$ cat config.mk
export PLATFORM = sky130hd
export DESIGN_NAME = led_scheduler_flat
export DESIGN_NICKNAME = d
export VERILOG_FILES = /design/src/rtl/led_sched_pkg.sv /design/src/rtl/led_scheduler_if.sv /design/src/rtl/led_scheduler_rr_pick.sv /design/src/rtl/led_scheduler.sv /design/src/flat_wrapper.sv
export SDC_FILE = /design/constraint.sdc
export NUM_CORES = 1
export LEC_CHECK = 0
export CORE_ASPECT_RATIO = 1.75
export CORE_MARGIN = 4
export CORE_UTILIZATION = 45
export CTS_CLUSTER_SIZE = 28
export DETAILED_ROUTE_END_ITERATION = 8
export DONT_BUFFER_PORTS = 1
export GPL_TIMING_DRIVEN = 0
export PLACE_DENSITY_LB_ADDON = 0.12
export SYNTH_ARGS = -nofsm -noshare
export SYNTH_HDL_FRONTEND = slang
export SYNTH_SLANG_ARGS = --single-unit
$ cat constraint.sdc
create_clock -name i_clk -period 2.8 [get_ports i_clk]
set_clock_uncertainty 0.15 [all_clocks]
set_input_delay 0.42 -clock i_clk [delete_from_list [all_inputs] [get_ports i_clk]]
set_output_delay 0.42 -clock i_clk [all_outputs]
set_load 0.01 [all_outputs]
$ cat src/rtl/led_sched_pkg.sv
// rtl/led_sched_pkg.sv - shared constants and state encoding for the LED scheduler
package led_sched_pkg;

  localparam int LED_W = 8;
  localparam int SLICE_DEF = 25_000_000;
  localparam logic [LED_W-1:0] IDLE_PAT_DEF = 8'h00;

  typedef enum logic {
    ST_IDLE = 1'b0,
    ST_OWN  = 1'b1
  } state_t;

endpackage

$ cat src/rtl/led_scheduler_if.sv
// rtl/led_scheduler_if.sv - request/pattern inputs and LED/grant outputs of the scheduler
interface led_scheduler_if
  import led_sched_pkg::*;
#(
  parameter int NREQ = 4
);

  logic [NREQ-1:0]       i_req;
  logic [LED_W*NREQ-1:0] i_pat;
  logic [LED_W-1:0]      o_led;
  logic [NREQ-1:0]       o_grant;
  logic                  o_busy;
  logic                  o_slice_end;

  modport master (
    output i_req, i_pat,
    input  o_led, o_grant, o_busy, o_slice_end
  );

  modport slave (
    input  i_req, i_pat,
    output o_led, o_grant, o_busy, o_slice_end
  );

endinterface

$ cat src/rtl/led_scheduler_rr_pick.sv
// rtl/led_scheduler_rr_pick.sv - combinational round-robin pick: first set bit at or after start
module rr_pick #(
  parameter int N  = 4,
  parameter int IW = 2
) (
  input  logic [N-1:0]  req,
  input  logic [IW-1:0] start,
  output logic          valid,
  output logic [IW-1:0] idx
);

  logic [IW-1:0] pos;

  // Walk offsets from farthest to nearest so the nearest pending bit wins.
  always_comb begin
    valid = |req;
    idx   = '0;
    pos   = '0;
    for (int k = N - 1; k >= 0; k--) begin
      pos = IW'((int'(start) + k) % N);
      if (req[pos]) idx = pos;
    end
  end

endmodule

$ cat src/rtl/led_scheduler.sv
// rtl/led_scheduler.sv - time-sliced round-robin owner of a shared 8-bit LED bank
module led_scheduler
  import led_sched_pkg::*;
#(
  parameter int               NREQ     = 4,
  parameter int               SLICE    = SLICE_DEF,
  parameter logic [LED_W-1:0] IDLE_PAT = IDLE_PAT_DEF
) (
  input  logic            i_clk,
  input  logic            i_rst,
  led_scheduler_if.slave  bus
);

  localparam int IW = (NREQ > 1) ? $clog2(NREQ) : 1;
  localparam int CW = $clog2(SLICE);
  localparam logic [CW-1:0] CNT_LAST = CW'(SLICE - 1);
  localparam logic [IW-1:0] IDX_LAST = IW'(NREQ - 1);

  state_t           state_q, state_d;
  logic [IW-1:0]    owner_q, owner_d;
  logic [IW-1:0]    ptr_q, ptr_d;
  logic [CW-1:0]    cnt_q, cnt_d;
  logic [LED_W-1:0] led_q, led_d;
  logic [NREQ-1:0]  grant_q, grant_d;
  logic             busy_q, busy_d;
  logic             slice_end_q, slice_end_d;

  logic [NREQ-1:0]  pick_req;
  logic             pick_valid;
  logic [IW-1:0]    pick_idx;
  logic             expire;
  logic             owner_drop;

  // While owning, ptr already sits at owner+1, so one picker serves both states.
  assign pick_req   = (state_q == ST_OWN) ? (bus.i_req & ~grant_q) : bus.i_req;
  assign expire     = (cnt_q == CNT_LAST);
  assign owner_drop = ~bus.i_req[owner_q];

  rr_pick #(
    .N  (NREQ),
    .IW (IW)
  ) u_rr_pick (
    .req   (pick_req),
    .start (ptr_q),
    .valid (pick_valid),
    .idx   (pick_idx)
  );

  function automatic logic [IW-1:0] next_idx(input logic [IW-1:0] k);
    return (k == IDX_LAST) ? '0 : IW'(k + 1'b1);
  endfunction

  always_comb begin
    state_d     = state_q;
    owner_d     = owner_q;
    ptr_d       = ptr_q;
    cnt_d       = cnt_q;
    slice_end_d = 1'b0;

    case (state_q)
      ST_IDLE: begin
        if (pick_valid) begin
          state_d = ST_OWN;
          owner_d = pick_idx;
          ptr_d   = next_idx(pick_idx);
          cnt_d   = '0;
        end
      end
      ST_OWN: begin
        slice_end_d = expire;
        if ((owner_drop || expire) && pick_valid) begin
          owner_d = pick_idx;
          ptr_d   = next_idx(pick_idx);
          cnt_d   = '0;
        end else if (owner_drop) begin
          state_d = ST_IDLE;
          cnt_d   = '0;
        end else if (expire) begin
          cnt_d = '0;
        end else begin
          cnt_d = cnt_q + 1'b1;
        end
      end
      default: state_d = ST_IDLE;
    endcase

    busy_d  = (state_d == ST_OWN);
    grant_d = busy_d ? ({{(NREQ - 1){1'b0}}, 1'b1} << owner_d) : '0;
    led_d   = busy_d ? bus.i_pat[owner_d * LED_W +: LED_W] : IDLE_PAT;
  end

  always_ff @(posedge i_clk or posedge i_rst) begin
    if (i_rst) begin
      state_q     <= ST_IDLE;
      owner_q     <= '0;
      ptr_q       <= '0;
      cnt_q       <= '0;
      led_q       <= IDLE_PAT;
      grant_q     <= '0;
      busy_q      <= 1'b0;
      slice_end_q <= 1'b0;
    end else begin
      state_q     <= state_d;
      owner_q     <= owner_d;
      ptr_q       <= ptr_d;
      cnt_q       <= cnt_d;
      led_q       <= led_d;
      grant_q     <= grant_d;
      busy_q      <= busy_d;
      slice_end_q <= slice_end_d;
    end
  end

  assign bus.o_led       = led_q;
  assign bus.o_grant     = grant_q;
  assign bus.o_busy      = busy_q;
  assign bus.o_slice_end = slice_end_q;

endmodule
$ cat src/flat_wrapper.sv
// flat-port wrapper written by rule: the top's interface ports become plain ports
module led_scheduler_flat import led_sched_pkg::*;
#(
  parameter int               NREQ     = 4,
  parameter int               SLICE    = SLICE_DEF,
  parameter logic [LED_W-1:0] IDLE_PAT = IDLE_PAT_DEF
)
  (i_clk, i_rst, bus_i_req, bus_i_pat, bus_o_led, bus_o_grant, bus_o_busy, bus_o_slice_end);
  led_scheduler_if #(.NREQ(NREQ)) bus_i ();
  input  logic i_clk;
  input  logic i_rst;
  input wire logic [$bits(bus_i.i_req)-1:0] bus_i_req;
  input wire logic [$bits(bus_i.i_pat)-1:0] bus_i_pat;
  output wire logic [$bits(bus_i.o_led)-1:0] bus_o_led;
  output wire logic [$bits(bus_i.o_grant)-1:0] bus_o_grant;
  output wire logic [$bits(bus_i.o_busy)-1:0] bus_o_busy;
  output wire logic [$bits(bus_i.o_slice_end)-1:0] bus_o_slice_end;
  assign bus_i.i_req = bus_i_req;
  assign bus_i.i_pat = bus_i_pat;
  assign bus_o_led = bus_i.o_led;
  assign bus_o_grant = bus_i.o_grant;
  assign bus_o_busy = bus_i.o_busy;
  assign bus_o_slice_end = bus_i.o_slice_end;
  led_scheduler #(.NREQ(NREQ), .SLICE(SLICE), .IDLE_PAT(IDLE_PAT)) u_core (.i_clk(i_clk), .i_rst(i_rst), .bus(bus_i));
endmodule
# [After elaboration in Yosys (flattened, before gate mapping)]
# Cells that the tools add are included.
[word_totals] in_bits=38 ramBits=0 n_memories=0 reg_bits=43 output_inout_bits=14 latch_bits=0 mem_bits_ro=0 wordCells=65
[op_classes] reduce_logical=4 eq_ne=4 n_div=0 add_sub_neg=5 n_shift=2 muxes=34 order_cmp=5 n_bitwise=4 n_mul=0
[ops] op="$mux W25" n=4
[ops] op="$pmux W25 S2" n=1
[ops] op="$shiftx A32 B6 Y8" n=1
[ops] op="$add A25 B1 Y25 const B" n=1
[ops] op="$eq A25 B25 Y1 const B" n=1
[ops] op="$mux W2" n=9
[ops] op="$lt A2 B3 Y1 const B" n=5
[ops] op="$bmux W1 S2" n=5
[ops] op="$mux W1" n=9
[ops] op="$mux W4" n=2
[ops] op="$mux W8" n=1
[ops] op="$pmux W2 S2" n=2
[ops] op="$add A2 B1 Y2 const B" n=2
[ops] op="$add A2 B2 Y2 const B" n=2
[ops] op="$and A4 B4 Y4" n=1
[ops] op="$not A4 Y4" n=1
[ops] op="$reduce_or A4 Y1" n=1
[ops] op="$shl A1 B2 Y4 const A" n=1
[ops] op="$eq A2 B2 Y1 const B" n=1
[ops] op="$ne A2 B1 Y1 const B" n=1
[ops] op="$ne A2 B2 Y1 const B" n=1
[ops] op="$not A1 Y1" n=2
[ops] op="$pmux W1 S2" n=1
[ops] op="$reduce_and A2 Y1" n=1
[ops] op="other kinds (2)" n=2

# [Logic depth before layout (Yosys ltp)]
[logic_depth] word_depth=13 depth_mapped=11 ltp_nobuf=8

# [Hierarchy]
# A second synthesis with hierarchy kept.
[hier_totals] cells_unflattened=246 area_unflattened_um2=2377.3
[modules_own_cells] module="led_scheduler" seq_area_each_um2=1076.0 cells_each=233 n_inst=1 area_per_inst_um2=2299.7
[modules_own_cells] module="rr_pick" seq_area_each_um2=0.0 cells_each=13 n_inst=1 area_per_inst_um2=77.6

# [Worst setup path after synthesis]
# No wires, ideal clock.
[synth_path] path_type="register -> register" start="register u_core.cnt_q[23]" end="register u_core.led_q[0], in the netlist u_core.bus.o_led[0]" stages_incl_launch_ff=11 setup_time_ns=0.132 synth_period_minus_slack_ns=2.631 required_time_ns=2.518 arrival_time_ns=2.350 setup_slack_ns=0.169 n_path_buf=3 cell_sequence="dfrtp_1 or4_4 nor4_4 a21o_2 and2_4 buf_6 mux2i_1 buf_6 buf_6 mux2i_1 o22ai_1"
[synth_via] elab_chain_cells=7 elab_cells_between_ends=9 cone_classes="eq/ne (1); shift (1); mux (5); reduce/logical (2)"
[synth_lines] element="start: declaration" line="led_scheduler.sv:22" rtl="logic [CW-1:0] cnt_q, cnt_d;"
[synth_lines] element="start signal: assignment" line="led_scheduler.sv:106" rtl="cnt_q <= cnt_d;"
[synth_lines] element="$eq A25 B25 Y1 (*)" line="led_scheduler.sv:36" rtl="assign expire = (cnt_q == CNT_LAST);"
[synth_lines] element="$logic_or A1 B1 Y1 (*)" line="led_scheduler.sv:71" rtl="if ((owner_drop || expire) && pick_valid) begin"
[synth_lines] element="$logic_and A1 B1 Y1 (*)" line="led_scheduler.sv:71"
[synth_lines] element="$mux W2" line="led_scheduler.sv:71"
[synth_lines] element="$pmux W2 S2" line="led_scheduler.sv:60" rtl="case (state_q)"
[synth_lines] element="$shiftx A32 B6 Y8" line="led_scheduler.sv:89" rtl="led_d = busy_d ? bus.i_pat[owner_d * LED_W +: LED_W] : IDLE_PAT;"
[synth_lines] element="$mux W8 (*)" line="led_scheduler.sv:89"
[synth_lines] element="net u_core.led_d[0]" line="led_scheduler.sv:23" rtl="logic [LED_W-1:0] led_q, led_d;"
[synth_lines] element="end signal: assignment" line="led_scheduler.sv:107" rtl="led_q <= led_d;"
[synth_lines] element="end: declaration" line="led_scheduler.sv:23"
# The timed path passes the listed nets; every way through them passes the cells marked *.
# A chain may end at the register's enable or synchronous reset.

# [Final worst setup path]
[layout_path] start="register u_core.cnt_q[8]" end="register u_core.led_q[3], in the netlist u_core.bus.o_led[3]"
# The elaborated chain is that of the path after synthesis.

==> metrics.yaml <==
p_per_area_mw_per_mm2: 975
layout_commonest_cell: "dfrtp_1"
end_kind: "register"
numCtsBuffers: 5
drt-total-wl_um: 5630
root_buffer: "clkbuf_8"
wl_per_cell_um: 17.3
setup_violations: 0
die_w_um: 63.4
path_max_fanout: 10
worst_pin_slew_ns: 0.519
finalPower_mw: 2.71
grt_max_degree: 24
avgSynthCellArea_um2: 9.60
clock.fmax_ghz: 0.373
cp.required_ns: 2.82
cts_tree: "built"
antenna_found_initial: 0
finalMaxSlewViolations: 0
syn_inst: 252
relSlewSlack_pct: 65.4
syn-num-nets: 292
vias: 2010
ant_nets: 0
grt_pass1_vias: 2044
layout_common_cells: "39 x dfrtp_1, 32 x o21ai_0, 21 x nand2_1"
cp.arrival_ns: 2.70
gp_congestion: 0.773
timing_hold_violations_final: 0
clk_pin_slew_ns: 0.08
grt_pass1_wl_um: 9540
async_flop_share_pct: 100
synth-seq-cells: 43
port_buffers: 0
synth_ff_type: "dfrtp_1"
yosys_warnings: 0
drt_iter0_drc: 67
drt-pass1-iter-count: 4
post_drt_via_cell_ratio: 6.17
overflow: 0
htree_levels: 2
final_nets: 310
antenna_cells: 0
die_h_um: 105
initial_core_util_pct: 46.0
clockBufferDepth: 2
layout_setup_ws_ns: 0.117
whs_ns: 0.179
post-place-ws_ns: -0.126
core_area_mm2: 0.00526
rrSetupSlack_ns: 0.12
place_hpwl_um: 3960
leakage_nw: 1.23
fin_crit_sh_pct: 95.8
worstHoldPathType: "in -> reg"
syn_area_mm2: 0.00242
clk_latency_ns: 0.29
cap_violations: 0
clock_sinks: 43
pin_count: 52
ir_worst_vdd_mv: 0.632
drive_above_1_share_pct: 20.3
die_area_mm2: 0.00666
rows: 35
yosysSeqAreaShare_pct: 44.5
synthToLayoutAreaGrowth_pct: 14.8
ys_types: 48
startpoint_type: "register"
drcViolationCount: 0
synth-edff-count: 0
status: "completed"
crit_type: "reg -> reg"
track_usage_pct: 17.5
fin_crit_ns: 2.68
[routing by layer]
layer  vias to the layer above  GRT usage, %  share of wire, %
li1                        961             -                 -
met1                      1001          20.8                42
met2                        41          31.0                54
met3                         7          3.12               3.3
met4                         0          5.87               1.6
met5                         -             0                 0
[worst max-delay path: stages, from the launching register on]
cell and delay [ns]:
dfrtp_2 0.41, or4b_4 0.54, nor3_4 0.23, a21o_2 0.18, and2_4 0.14, buf_6 0.11, mux2i_4 0.22, buf_6 0.13
buf_12 0.13, mux2i_2 0.21, o22ai_1 0.10
[cells in the mapped netlist (2+ instances only)]
cell | instances | area (um^2)
o21ai_0 | 32 | 160
mux2i_1 | 19 | 190
buf_2 | 3 | 15.0
a21bo_2 | 2 | 20.0
o22ai_1 | 9 | 56.3
nor3_1 | 2 | 10.0
o31ai_1 | 7 | 52.6
inv_1 | 6 | 22.5
xor2_1 | 4 | 35.0
ha_1 | 2 | 25.0
o41ai_1 | 4 | 35.0
nand4_1 | 4 | 25.0
dfrtp_1 | 43 | 1080
nor2_1 | 17 | 63.8
and3_1 | 7 | 43.8
nand2_1 | 22 | 82.6
nand3_1 | 11 | 55.1
clkbuf_1 | 8 | 30.0
and4_1 | 3 | 26.3
nand2b_1 | 3 | 18.8
a21oi_1 | 8 | 40.0
mux2_2 | 4 | 45.0
a31oi_1 | 5 | 31.3
buf_6 | 3 | 33.8
[final cells by class]
cell class,count,area [um^2]
Timing Repair Buffer,12,109
Inverter,8,30.0
Fill cell,503,2480
Tap cell,55,68.8
Clock buffer,6,82.6
Sequential cell,43,1080
Clock inverter,2,35.0
Buffer,13,85.1
Multi-Input combinational cell,187,1290
[power breakdown]
group	leakage [nW]	switching, mW	internal, mW	total (mW)
sequential	0.560	0.136	0.761	0.897
combinational	0.607	0.682	0.633	1.31
clock	0.0612	0.209	0.289	0.498
total	1.23	1.03	1.68	2.71
[final timing paths]
kind                                              start                       endpoint  cells after the start
setup / recovery            u_core.cnt_q[8]$_DFFE_PP0P_  u_core.bus.o_led[3]$_DFF_PP0_                     10
hold / removal                             bus_i_pat[2]  u_core.bus.o_led[2]$_DFF_PP0_                      2
setup reg to reg            u_core.cnt_q[8]$_DFFE_PP0P_  u_core.bus.o_led[3]$_DFF_PP0_                     10
hold reg to reg            u_core.cnt_q[17]$_DFFE_PP0P_   u_core.cnt_q[17]$_DFFE_PP0P_                      1
max in group asynchronous                         i_rst   u_core.cnt_q[15]$_DFFE_PP0P_                      3
min in group asynchronous                         i_rst  u_core.bus.o_led[4]$_DFF_PP0_                      2
[logic make-up after synthesis]
kind of cell | Yosys count | share of synthesized area, %
mux | 24 | 10.7
fa+ha+maj | 2 | 1.03
xor+xnor | 5 | 1.81
buf+inv | 22 | 4.50
compound gates | 76 | 19.7
flops | 43 | 44.5
simple gates | 80 | 17.8
[through the flow]
| step | instance area, um^2 | setup TNS [ns] | std cells | utilization [%] |
|---|---|---|---|---|
| after global routing | 2780 | -0.0367 | 326 | 52.9 |
| after global placement | 2490 | -0.570 | 307 | 47.3 |
| after detailed placement | 2510 | -0.745 | 308 | 47.7 |
| final | 2780 | 0 | 326 | 52.9 |
| after CTS | 2670 | 0 | 320 | 50.7 |
| after floorplan | 2420 | 0 | 252 | - |
[state kept, by name, indices dropped and copies added (netlist names)]
| name | flops |
|---|---|
| u_core.cnt_q | 25 |
| u_core.bus.o_led | 8 |
| u_core.bus.o_grant | 4 |
| u_core.owner_q | 2 |
| u_core.ptr_q | 2 |
| u_core.bus.o_slice_end | 1 |
| u_core.state_q | 1 |
[what timing repair did]
item,CTS,global route
endpoints found under the setup margin,7,20
hold buffers,1,0
endpoints found under the hold margin,20,0
gates resized for setup,2,18
pin swaps,0,3
buffers inserted,3,7
Note: power is estimated with default switching activity, not from simulation.
